$ cat config.mk
export PLATFORM = sky130hd
export DESIGN_NAME = result_bcd_converter
export DESIGN_NICKNAME = d
export VERILOG_FILES = /design/src/rtl/result_bcd_converter.sv
export SDC_FILE = /design/constraint.sdc
export NUM_CORES = 1
export LEC_CHECK = 0
export BUFFER_PORTS_ARGS = -buffer_cell sky130_fd_sc_hd__clkbuf_2
export CAP_MARGIN = 10
export CORE_ASPECT_RATIO = 1.1
export CORE_MARGIN = 1.5
export CORE_UTILIZATION = 50
export CTS_CLUSTER_DIAMETER = 100
export DETAILED_ROUTE_END_ITERATION = 10
export GPL_TIMING_DRIVEN = 0
export PLACE_DENSITY = 0.73
export SLEW_MARGIN = 25
export SYNTH_ARGS = -nofsm -noshare
export SYNTH_HDL_FRONTEND = slang
export SYNTH_SLANG_ARGS = --single-unit
$ cat constraint.sdc
create_clock -name clk -period 1.4 [get_ports clk]
set_clock_uncertainty 0.05 [all_clocks]
set_input_delay 0.14 -clock clk [delete_from_list [all_inputs] [get_ports clk]]
set_output_delay 0.14 -clock clk [all_outputs]
set_load 0.02 [all_outputs]
$ cat src/rtl/result_bcd_converter.sv
// result_bcd_converter
// Captures the adder result and flags on a start strobe, then converts the
// 9-bit magnitude to three BCD digits with an iterative double-dabble
// sequencer (one shift per clock, nine shifts). The digits and flags are
// registered and hold until the next conversion completes.
//
// Ports:
//   clk      in   system clock, rising edge
//   rst      in   synchronous active-high reset
//   start    in   conversion request, only sampled while idle
//   sgn      in   1 = signed (subtract mode), 0 = unsigned
//   S        in   8-bit adder sum
//   Cout     in   adder carry-out (ninth bit in unsigned mode)
//   OVR      in   adder signed overflow flag
//   ZERO     in   adder zero flag
//   NEG      in   adder sign flag
//   busy     out  conversion in progress
//   valid    out  one-cycle pulse when new digits appear
//   hundreds out  BCD hundreds digit
//   tens     out  BCD tens digit
//   ones     out  BCD ones digit
//   minus    out  display minus sign
//   err      out  signed overflow, result not representable
//   zero     out  captured ZERO flag
module result_bcd_converter (
  input  logic       clk,
  input  logic       rst,
  input  logic       start,
  input  logic       sgn,
  input  logic [7:0] S,
  input  logic       Cout,
  input  logic       OVR,
  input  logic       ZERO,
  input  logic       NEG,
  output logic       busy,
  output logic       valid,
  output logic [3:0] hundreds,
  output logic [3:0] tens,
  output logic [3:0] ones,
  output logic       minus,
  output logic       err,
  output logic       zero
);

  typedef enum logic [0:0] {
    IDLE = 1'b0,
    CONV = 1'b1
  } state_t;

  state_t      state_q, state_d;
  logic [8:0]  b9_q, b9_d;
  logic [11:0] bcd_q, bcd_d;
  logic [3:0]  cnt_q, cnt_d;
  logic        mnus_q, mnus_d;
  logic        ovf_q, ovf_d;
  logic        zf_q, zf_d;
  logic        valid_q, valid_d;
  logic [3:0]  hund_q, hund_d;
  logic [3:0]  tens_q, tens_d;
  logic [3:0]  ones_q, ones_d;
  logic        minus_q, minus_d;
  logic        err_q, err_d;
  logic        zero_q, zero_d;

  logic [11:0] bcd_adj_s;
  logic [20:0] shift_s;
  logic [7:0]  mag_s;

  // Double-dabble correction: a nibble of 5 or more would overflow past 9
  // after the shift, so pre-add 3.
  function automatic logic [3:0] add3(input logic [3:0] n);
    if (n >= 4'd5) begin
      add3 = n + 4'd3;
    end else begin
      add3 = n;
    end
  endfunction

  // Correction of all three nibbles, then shift of the combined register.
  always_comb begin
    bcd_adj_s = {add3(bcd_q[11:8]), add3(bcd_q[7:4]), add3(bcd_q[3:0])};
    shift_s   = {bcd_adj_s, b9_q} << 1;
  end

  // Magnitude of the captured sum: two's-complement negate when NEG in signed mode.
  always_comb begin
    if (NEG) begin
      mag_s = ~S + 8'd1;
    end else begin
      mag_s = S;
    end
  end

  // Next-state and datapath control.
  always_comb begin
    state_d = state_q;
    b9_d    = b9_q;
    bcd_d   = bcd_q;
    cnt_d   = cnt_q;
    mnus_d  = mnus_q;
    ovf_d   = ovf_q;
    zf_d    = zf_q;
    valid_d = 1'b0;
    hund_d  = hund_q;
    tens_d  = tens_q;
    ones_d  = ones_q;
    minus_d = minus_q;
    err_d   = err_q;
    zero_d  = zero_q;
    case (state_q)
      IDLE: begin
        if (start) begin
          if (sgn) begin
            b9_d = {1'b0, mag_s};
          end else begin
            b9_d = {Cout, S};
          end
          mnus_d  = sgn & NEG;
          ovf_d   = sgn & OVR;
          zf_d    = ZERO;
          bcd_d   = 12'd0;
          cnt_d   = 4'd0;
          state_d = CONV;
        end else begin
          state_d = IDLE;
        end
      end
      CONV: begin
        bcd_d = shift_s[20:9];
        b9_d  = shift_s[8:0];
        cnt_d = cnt_q + 4'd1;
        // Ninth shift completes on this edge; publish the shifted value directly.
        if (cnt_q == 4'd8) begin
          hund_d  = shift_s[20:17];
          tens_d  = shift_s[16:13];
          ones_d  = shift_s[12:9];
          minus_d = mnus_q;
          err_d   = ovf_q;
          zero_d  = zf_q;
          valid_d = 1'b1;
          state_d = IDLE;
        end else begin
          state_d = CONV;
        end
      end
      default: begin
        state_d = IDLE;
      end
    endcase
  end

  // State and output registers with synchronous reset.
  always_ff @(posedge clk) begin
    if (rst) begin
      state_q <= IDLE;
      b9_q    <= 9'd0;
      bcd_q   <= 12'd0;
      cnt_q   <= 4'd0;
      mnus_q  <= 1'b0;
      ovf_q   <= 1'b0;
      zf_q    <= 1'b0;
      valid_q <= 1'b0;
      hund_q  <= 4'd0;
      tens_q  <= 4'd0;
      ones_q  <= 4'd0;
      minus_q <= 1'b0;
      err_q   <= 1'b0;
      zero_q  <= 1'b0;
    end else begin
      state_q <= state_d;
      b9_q    <= b9_d;
      bcd_q   <= bcd_d;
      cnt_q   <= cnt_d;
      mnus_q  <= mnus_d;
      ovf_q   <= ovf_d;
      zf_q    <= zf_d;
      valid_q <= valid_d;
      hund_q  <= hund_d;
      tens_q  <= tens_d;
      ones_q  <= ones_d;
      minus_q <= minus_d;
      err_q   <= err_d;
      zero_q  <= zero_d;
    end
  end

  assign busy     = (state_q == CONV);
  assign valid    = valid_q;
  assign hundreds = hund_q;
  assign tens     = tens_q;
  assign ones     = ones_q;
  assign minus    = minus_q;
  assign err      = err_q;
  assign zero     = zero_q;

endmodule

== Yosys cells after proc, flatten, opt, wreduce, memory -nomap -nowiden ==
Index checks and enable logic that the tools add are counted.
W data, S select, Z words.
Word-level totals
  flip-flop bits (word level): 45
  bits of input ports: 16
  output and inout port bits: 17
  word-level logic and storage cells: 46
Operators by class
  $add $sub $neg: 5
  magnitude comparators: 3
  equal/unequal tests: 2
  muxes and demuxes: 15
  bitwise gates (word level): 4
  reduce and logical (&&, ||, !) cells: 3
Operators with widths (count)
  $pmux W12 S2: 1
  $mux W9: 2
  $pmux W9 S2: 1
  $ge A4 B3 Y1 const B: 3
  $mux W12: 1
  $mux W4: 3
  $add A4 B2 Y4 const B: 2
  $add A8 B1 Y8 const B: 1
  $mux W8: 1
  $not A8 Y8: 1
  $pmux W4 S2: 1
  $add A4 B1 Y4 const B: 1
  $eq A4 B4 Y1 const B: 1
  $reduce_and A2 Y1: 2
  $add A3 B2 Y3 const B: 1
  $mux W1: 3
  $mux W3: 1
  $and A1 B1 Y1: 2
  $ne A2 B2 Y1 const B: 1
  $pmux W1 S2: 1
  $reduce_or A2 Y1: 1
  $not A1 Y1: 1

== Longest topological paths before layout ==
Gate-level depths: netlist (run 1).
  word-level depth: 6
  gate-level depth with buffers: 6
  depth with buffers taken out: 6

== Worst setup path before layout (run 1) ==
OpenSTA, ideal clock, no wires.
  path kind: register to register
  start: register bcd_q[4]
  end: register tens_q[2], in the netlist tens[2]
  library setup time: 75 ps
  arrival time: 1385 ps
  required time: 1275 ps
  setup slack: -110 ps
  cell stages (with the launch flop): 7
  path buffers: 0
  clock period less this slack: 1510 ps
  cell sequence: dfxtp_1 -> inv_1 -> ha_1 -> nand2b_1 -> a21oi_1 -> mux2_2 -> o22ai_1
On the way
  longest elaborated chain between the ends: 2
  elaborated cells between the ends (all ways): 3
  those cells by class: 1 x add/sub; 1 x order compare; 1 x mux
RTL lines
  start: declaration: RTL line 52  | logic [11:0] bcd_q, bcd_d;
  start signal: assignment: RTL line 157  | bcd_q <= 12'd0;
  start signal: assignment: RTL line 172  | bcd_q <= bcd_d;
  $add A4 B2 Y4 or $ge A4 B3 Y1 (tied branches): RTL line 73, 72
  $mux W4 (*): RTL line 72  | if (n >= 4'd5) begin
  end signal: assignment: RTL line 179  | tens_q <= tens_d;
  end: declaration: RTL line 59  | logic [3:0] tens_q, tens_d;
Every way passes the cells marked *; elsewhere a longest branch is shown, timed or not.
A chain may end at the register's enable or synchronous reset.

== Worst setup path after layout (run 1) ==
  start: register cnt_q[1]
  end: register zero_q, in the netlist zero
On the way
  longest elaborated chain between the ends: 2
RTL lines
  start: declaration: RTL line 53  | logic [3:0] cnt_q, cnt_d;
  start signal: assignment: RTL line 173  | cnt_q <= cnt_d;
  $eq A4 B4 Y1: RTL line 133  | if (cnt_q == 4'd8) begin
  $reduce_and A2 Y1 (no source line)
  end signal: assignment: RTL line 183  | zero_q <= zero_d;
  end: declaration: RTL line 63  | logic zero_q, zero_d;
Every way passes these cells.

==> impl_metrics.toml, run 1 <==
[yosys]
synth_seq_cells = 45
synth.avg_cell_area_um2 = 8.64
yosysTopAreaCellShare_pct = 40.6
ys_types = 36
synth_nets = 282
syn_inst = 257
synth_sequential_area_ratio_pct = 40.6
synth_warnings = 0
ys.flop_type = "dfxtp_1"
yosysTopAreaCell = "dfxtp_1"
synth_most_common_cell = "dfxtp_1"
synthTopCellsByCount = "dfxtp_1, nor2_1, a21oi_1"
netlist_area_um2 = 2220
netlist_top_cells_area = "dfxtp_1, a21oi_1, ha_1"
ys_async_sr_fraction_pct = 0
synth_edf_count = 0

[sta]
rsz0062_at_grt = "yes"
fin_ws_ps = -34.4
drv_slew = 0
final-hold-violation-count = 0
tightest_slew_ps = 647
min_period_over_period_pct = 102
timing.slew.headroom_pct = 56.9
setup_violations = 9
min_period_ps = 1430
fmax_mhz = 697

[detailed_routing]
post_drt_wl_per_cell_um = 15.5
dr.first_iter.drc_count = 181
drtPass1Iterations = 4
wirelength_um = 5650
postRouteAntennaNets = 0
via_count = 2035
vias_per_cell = 5.58
drcViolationCount = 0

[setup_path]
crit_slowest_cell = "dfxtp_2"
reg2reg_depth = 6
crit_required_ps = 1540
arrival_ps = 1580
cp_cell_sequence = "inv_2 -> ha_2 -> and4b_4 -> clkbuf_16 -> mux2i_1 -> nor2_1"
critical_path.max_fanout = 5
path_class = "register to register"
slowest_delay_ps = 340
regToRegSetupSlack_ps = -30
timing.rr.start = "cnt_q[1]$_SDFFE_PP0P_"
regToRegEndpoint = "zero$_SDFFE_PP0P_"
crit_path_end_kind = "register"
start_kind = "register"

[floorplanning]
io_pins = 33
die_w_um = 66.5
initial_utilization_pct = 51.8
die_h_um = 72.9
dieArea_um2 = 4850
rows = 25
core_area_um2 = 4290

[clock_tree]
clk_path_buf_depth = 2
cts_tree = "done"
cts_max_level = 2
cts_made_buffers = 5
clock_latency_ps = 310
root_buffer = "clkbuf_8"
cts.clk_slew.worst_paths_ps = 90
cts.sinks = 45

[job]
drv_cap = 0

[power]
pwr_density_cell_nw_per_um2 = 832
power.leakage_nw = 1.10
irDropWorstVdd_mv = 0.511

[global_routing]
grt_pass1_vias = 1833
grt_start_max_net_pins = 16
grt.overflow.total = 0
antenna_found_initial = 0
grt_pass1_wl_um = 8800
grt_usage_pct = 23.8

[cells_and_area]
fillers = 351
multi_input_area_um2 = 1410
antenna-diode-count = 0
drive_gt1_share_pct = 35.7
final_nets = 335
area_delta_synth_final_pct = 31.8
ff_latch_area_um2 = 918
fin_util_pct = 68.3

[min_path]
hold_start = "OVR"
whs_endpoint = "ovf_q$_SDFFE_PP0P_"
hold_path.class = "input port to register"
min_path_cells = 3

[outcome]
status = "finished, violations left"
violations = "negative setup slack"

[place]
hpwlAfterDp_um = 3700
place.gp.congestion = 0.850
io_buffers = 31
post-place-ws_ps = -103
[flip-flops by register name, indices dropped and copies added (netlist names), 4 cells and up]
signal / flops
bcd_q: 12
b9_q: 9
cnt_q: 4
hundreds: 4
ones: 4
tens: 4
[through the flow]
stage / hold WS (ps) / instances / power [mW] / TNS (ps) / area, um^2
2_1_floorplan: 226 / 257 / 1.51 / -4.79 / 2290
3_3_place_gp: 324 / 342 / 1.59 / -660 / 2510
3_5_place_dp: 330 / 342 / 1.60 / -987 / 2510
4_1_cts: 38.0 / 357 / 2.43 / -200 / 2750
5_1_grt: 65.5 / 365 / 2.51 / -824 / 2930
6_report: 34.6 / 365 / 2.43 / -144 / 2930
[placed cells by master, fill, tap and decap left out, types with 4 or more instances in the layout]
cell type / Yosys / routed
o21ai_0: 16 / 9
o21ai_1: 0 / 6
nand3b_1: 10 / 10
a21oi_1: 25 / 22
buf_2: 8 / 5
inv_2: 0 / 4
nand2_1: 13 / 13
inv_1: 12 / 4
dfxtp_1: 45 / 35
nand3_1: 6 / 6
clkbuf_2: 0 / 31
nand2b_1: 13 / 10
clkbuf_8: 0 / 5
dfxtp_2: 0 / 8
inv_4: 0 / 4
nor3b_1: 13 / 10
mux2i_1: 6 / 6
clkbuf_1: 5 / 5
buf_4: 1 / 14
nor3_1: 7 / 7
ha_4: 0 / 6
o22ai_1: 7 / 6
nor2_1: 27 / 26
[worst max path at each step]
stage,start,to,slack (ps),cells past startpoint
2_1_floorplan,bcd_q[5]$_SDFFE_PP0P_,tens[2]$_SDFFE_PP0P_,-5,6
3_3_place_gp,busy$_SDFF_PP0_,bcd_q[4]$_SDFFE_PP0P_,-110,5
3_5_place_dp,bcd_q[4]$_SDFFE_PP0P_,bcd_q[6]$_SDFFE_PP0P_,-100,6
4_1_cts,cnt_q[0]$_SDFFE_PP0P_,err$_SDFFE_PP0P_,-30,6
5_1_grt,bcd_q[5]$_SDFFE_PP0P_,tens[2]$_SDFFE_PP0P_,-90,6
6_report,cnt_q[1]$_SDFFE_PP0P_,zero$_SDFFE_PP0P_,-30,6
[kinds of logic after synthesis]
logic type	Yosys count	share of synthesized area [%]
xor+xnor	6	2.37
compound gates	62	17.7
fa+ha+maj	9	5.07
simple gates	99	24.5
flops	45	40.6
buf+inv	27	5.52
mux	9	4.23
[where the power goes]
part	leakage, nW	internal (mW)	switching, mW
logic	0.685	0.110	0.155
clock network	0.0445	0.355	0.491
registers	0.370	1.30	0.0178
[cell type report]
cell class                 count  share of cell area, %
clock buffer                   5                   2.35
multi-input combinational    185                   48.0
clock inverter                 3                  0.727
inverter                      12                   1.88
tap                           54                   2.31
sequential                    45                   31.4
buffer                        15                   3.34
timing repair buffer          46                   9.97
[metal layers]
layer	wire length, um	global-route usage (%)	vias up
met5	0	0	-
met4	108	7.71	0
met3	275	4.32	11
met2	2720	40.9	61
met1	2550	29.9	954
li1	-	-	1009
[critical path: cells and delay by family, from the launching register on]
kind | cells | cell delay (ps)
and+or+nand+nor | 2 | 360
DFF | 1 | 340
buffers and inverters | 2 | 220
muxes | 1 | 180
adders and majority gates | 1 | 160
[timing repair]
item	CTS	global route
gates resized for setup	27	29
buffers inserted	6	7
hold buffers	1	0
endpoints found under the setup margin	17	29
gates cloned	0	1
hold endpoints to repair	1	0
pin swaps	4	9
(Power assumes the default switching activity.)
==> run 2: changes to the inputs <==
--- a/config.mk
+++ b/config.mk
@@ -9,11 +9,12 @@
 export CAP_MARGIN = 10
 export CORE_ASPECT_RATIO = 1.1
 export CORE_MARGIN = 1.5
-export CORE_UTILIZATION = 50
-export CTS_CLUSTER_DIAMETER = 100
+export CORE_UTILIZATION = 25
+export CTS_CLUSTER_DIAMETER = 50
 export DETAILED_ROUTE_END_ITERATION = 10
 export GPL_TIMING_DRIVEN = 0
-export PLACE_DENSITY = 0.73
+export PLACE_DENSITY = 0.42
+export SETUP_SLACK_MARGIN = 0.02
 export SLEW_MARGIN = 25
 export SYNTH_ARGS = -nofsm -noshare
 export SYNTH_HDL_FRONTEND = slang
==> impl_metrics.toml, run 2 (same netlist as run 1, synthesis figures left out) <==
[outcome]
status = "finished, violations left"
violations = "negative setup slack"

[cells_and_area]
largestRegisters = "bcd_q (12), b9_q (9)"
drive_gt1_share_pct = 38.4
final_nets = 334
final_cell_mix = "dfxtp_1, clkbuf_2, nor2_1, a21oi_1, nand2_1"
fin_cells = 421
fillers = 887
mostFrequentLayoutCell = "dfxtp_1"
regMostFlops = "bcd_q"
largest_reg_flops = 12
antenna-diode-count = 0
area_delta_synth_final_pct = 39.3

[setup_path]
arrival_ps = 1630
start_kind = "register"
cp_cell_sequence = "inv_2 -> ha_4 -> and4b_4 -> bufbuf_16 -> nor2_1 -> a311oi_1"
worstSetupStartpoint = "cnt_q[1]$_SDFFE_PP0P_"
slowest_delay_ps = 330
crit_slowest_cell = "dfxtp_2"
worst-path-buf-inv = 2
timing.rr.start = "cnt_q[1]$_SDFFE_PP0P_"
crit_required_ps = 1560
path_delay_family = "buffers and inverters"
critical_path.max_fanout = 5
crit_path_end_kind = "register"
path_class = "register to register"

[global_routing]
grt_pass1_vias = 1926
grt_usage_pct = 14.3
grt_start_max_net_pins = 14
grt_pass1_wl_um = 10300
grt.overflow.total = 0
antenna_found_initial = 0

[detailed_routing]
highest_layer = "met4"
dr.first_iter.drc_count = 123
post_drt_wl_per_cell_um = 15.6
vias_per_cell = 4.80
dr_wl_met3_um = 230
wirelength_um = 6560
drtPass1Iterations = 5
met1_length_um = 3150
postRouteAntennaNets = 0
drcViolationCount = 0
via_count = 2021
dr_wl_met2_um = 3020

[min_path]
hold_path.class = "input port to register"
hold_start = "OVR"

[place]
post-place-ws_ps = -158
hpwlAfterDp_um = 4390
dp.cells = 399
io_buffers = 31
place.gp.congestion = 0.758

[power]
irDropWorstVdd_mv = 0.346
power.leakage_nw = 1.14
pwr_density_cell_nw_per_um2 = 809

[sta]
setup_violations = 11
tightest_slew_ps = 670
timing.slew.headroom_pct = 55.3
min_period_ps = 1470
fmax_mhz = 681
rsz0062_at_grt = "yes"
final-hold-violation-count = 0
min_period_over_period_pct = 105
fin_ws_ps = -69.1
drv_slew = 0

[clock_tree]
root_buffer = "clkbuf_8"
clock_latency_ps = 300
cts_tree = "done"
cts.clk_slew.worst_paths_ps = 90
cts_max_level = 2
cts.sinks = 45
clk_path_buf_depth = 2
cts_made_buffers = 5

[floorplanning]
dieArea_um2 = 9450
core_area_um2 = 8500
initial_utilization_pct = 26.1
die_h_um = 102
rows = 35
io_pins = 33
die_w_um = 92.8

[job]
drv_cap = 0
-- run 2: path summary, 6_finish.rpt --
kind	to	cells after the start	slack (ps)
max	hundreds[3]$_SDFFE_PP0P_	6	-70
min	ovf_q$_SDFFE_PP0P_	3	40
max reg2reg	hundreds[3]$_SDFFE_PP0P_	6	-70
min reg2reg	b9_q[1]$_SDFFE_PP0P_	2	410
-- run 2: worst register-to-register path, delay by kind of cell, from the launching register on --
kind	cells	cell delay, ps
DFF	1	330
adders and majority gates	1	120
and+or+nand+nor	2	330
AOI/OAI and AO/OA	1	210
buffers and inverters	2	350
-- run 2: cell type report --
class / instances / area (um^2) / area share, %
Tap cell: 111 / 139 / 4.49
Timing Repair Buffer: 46 / 315 / 10.2
Clock buffer: 7 / 96.3 / 3.11
Sequential cell: 45 / 922 / 29.8
Inverter: 12 / 57.6 / 1.86
Multi-Input combinational cell: 185 / 1460 / 47.2
Clock inverter: 1 / 5.00 / 0.162
Buffer: 14 / 98.8 / 3.20
-- run 2: report_power, final --
group	switching (mW)	internal (mW)	leakage (nW)	total [mW]
registers	0.0159	1.30	0.371	1.32
logic	0.169	0.114	0.713	0.283
clock network	0.456	0.447	0.0542	0.903
-- run 2: what timing repair did --
action / CTS / global route
gates resized for setup: 40 / 28
hold buffers: 1 / 0
gates cloned: 1 / 0
endpoints found under the setup margin: 25 / 29
buffers inserted: 10 / 3
pin swaps: 7 / 10
endpoints found under the hold margin: 1 / 0
-- run 2: metal layers --
metal,vias to the layer above,GRT usage [%]
met3,8,2.16
met4,0,6.18
li1,1009,-
met5,-,0
met1,971,19.5
met2,33,22.6
-- run 2: through the flow --
stage / cell area (um^2) / TNS, ps / power (mW) / util (%) / hold slack, ps
after CTS: 2980 / -494 / 2.54 / 35.1 / 27.6
final: 3090 / -467 / 2.50 / 36.4 / 38.7
after floorplan: 2330 / 0 / 1.51 / - / 226
after detailed placement: 2620 / -2050 / 1.61 / 30.9 / 323
after global routing: 3090 / -1300 / 2.63 / 36.4 / 44.2
after global placement: 2620 / -2240 / 1.61 / 30.9 / 320
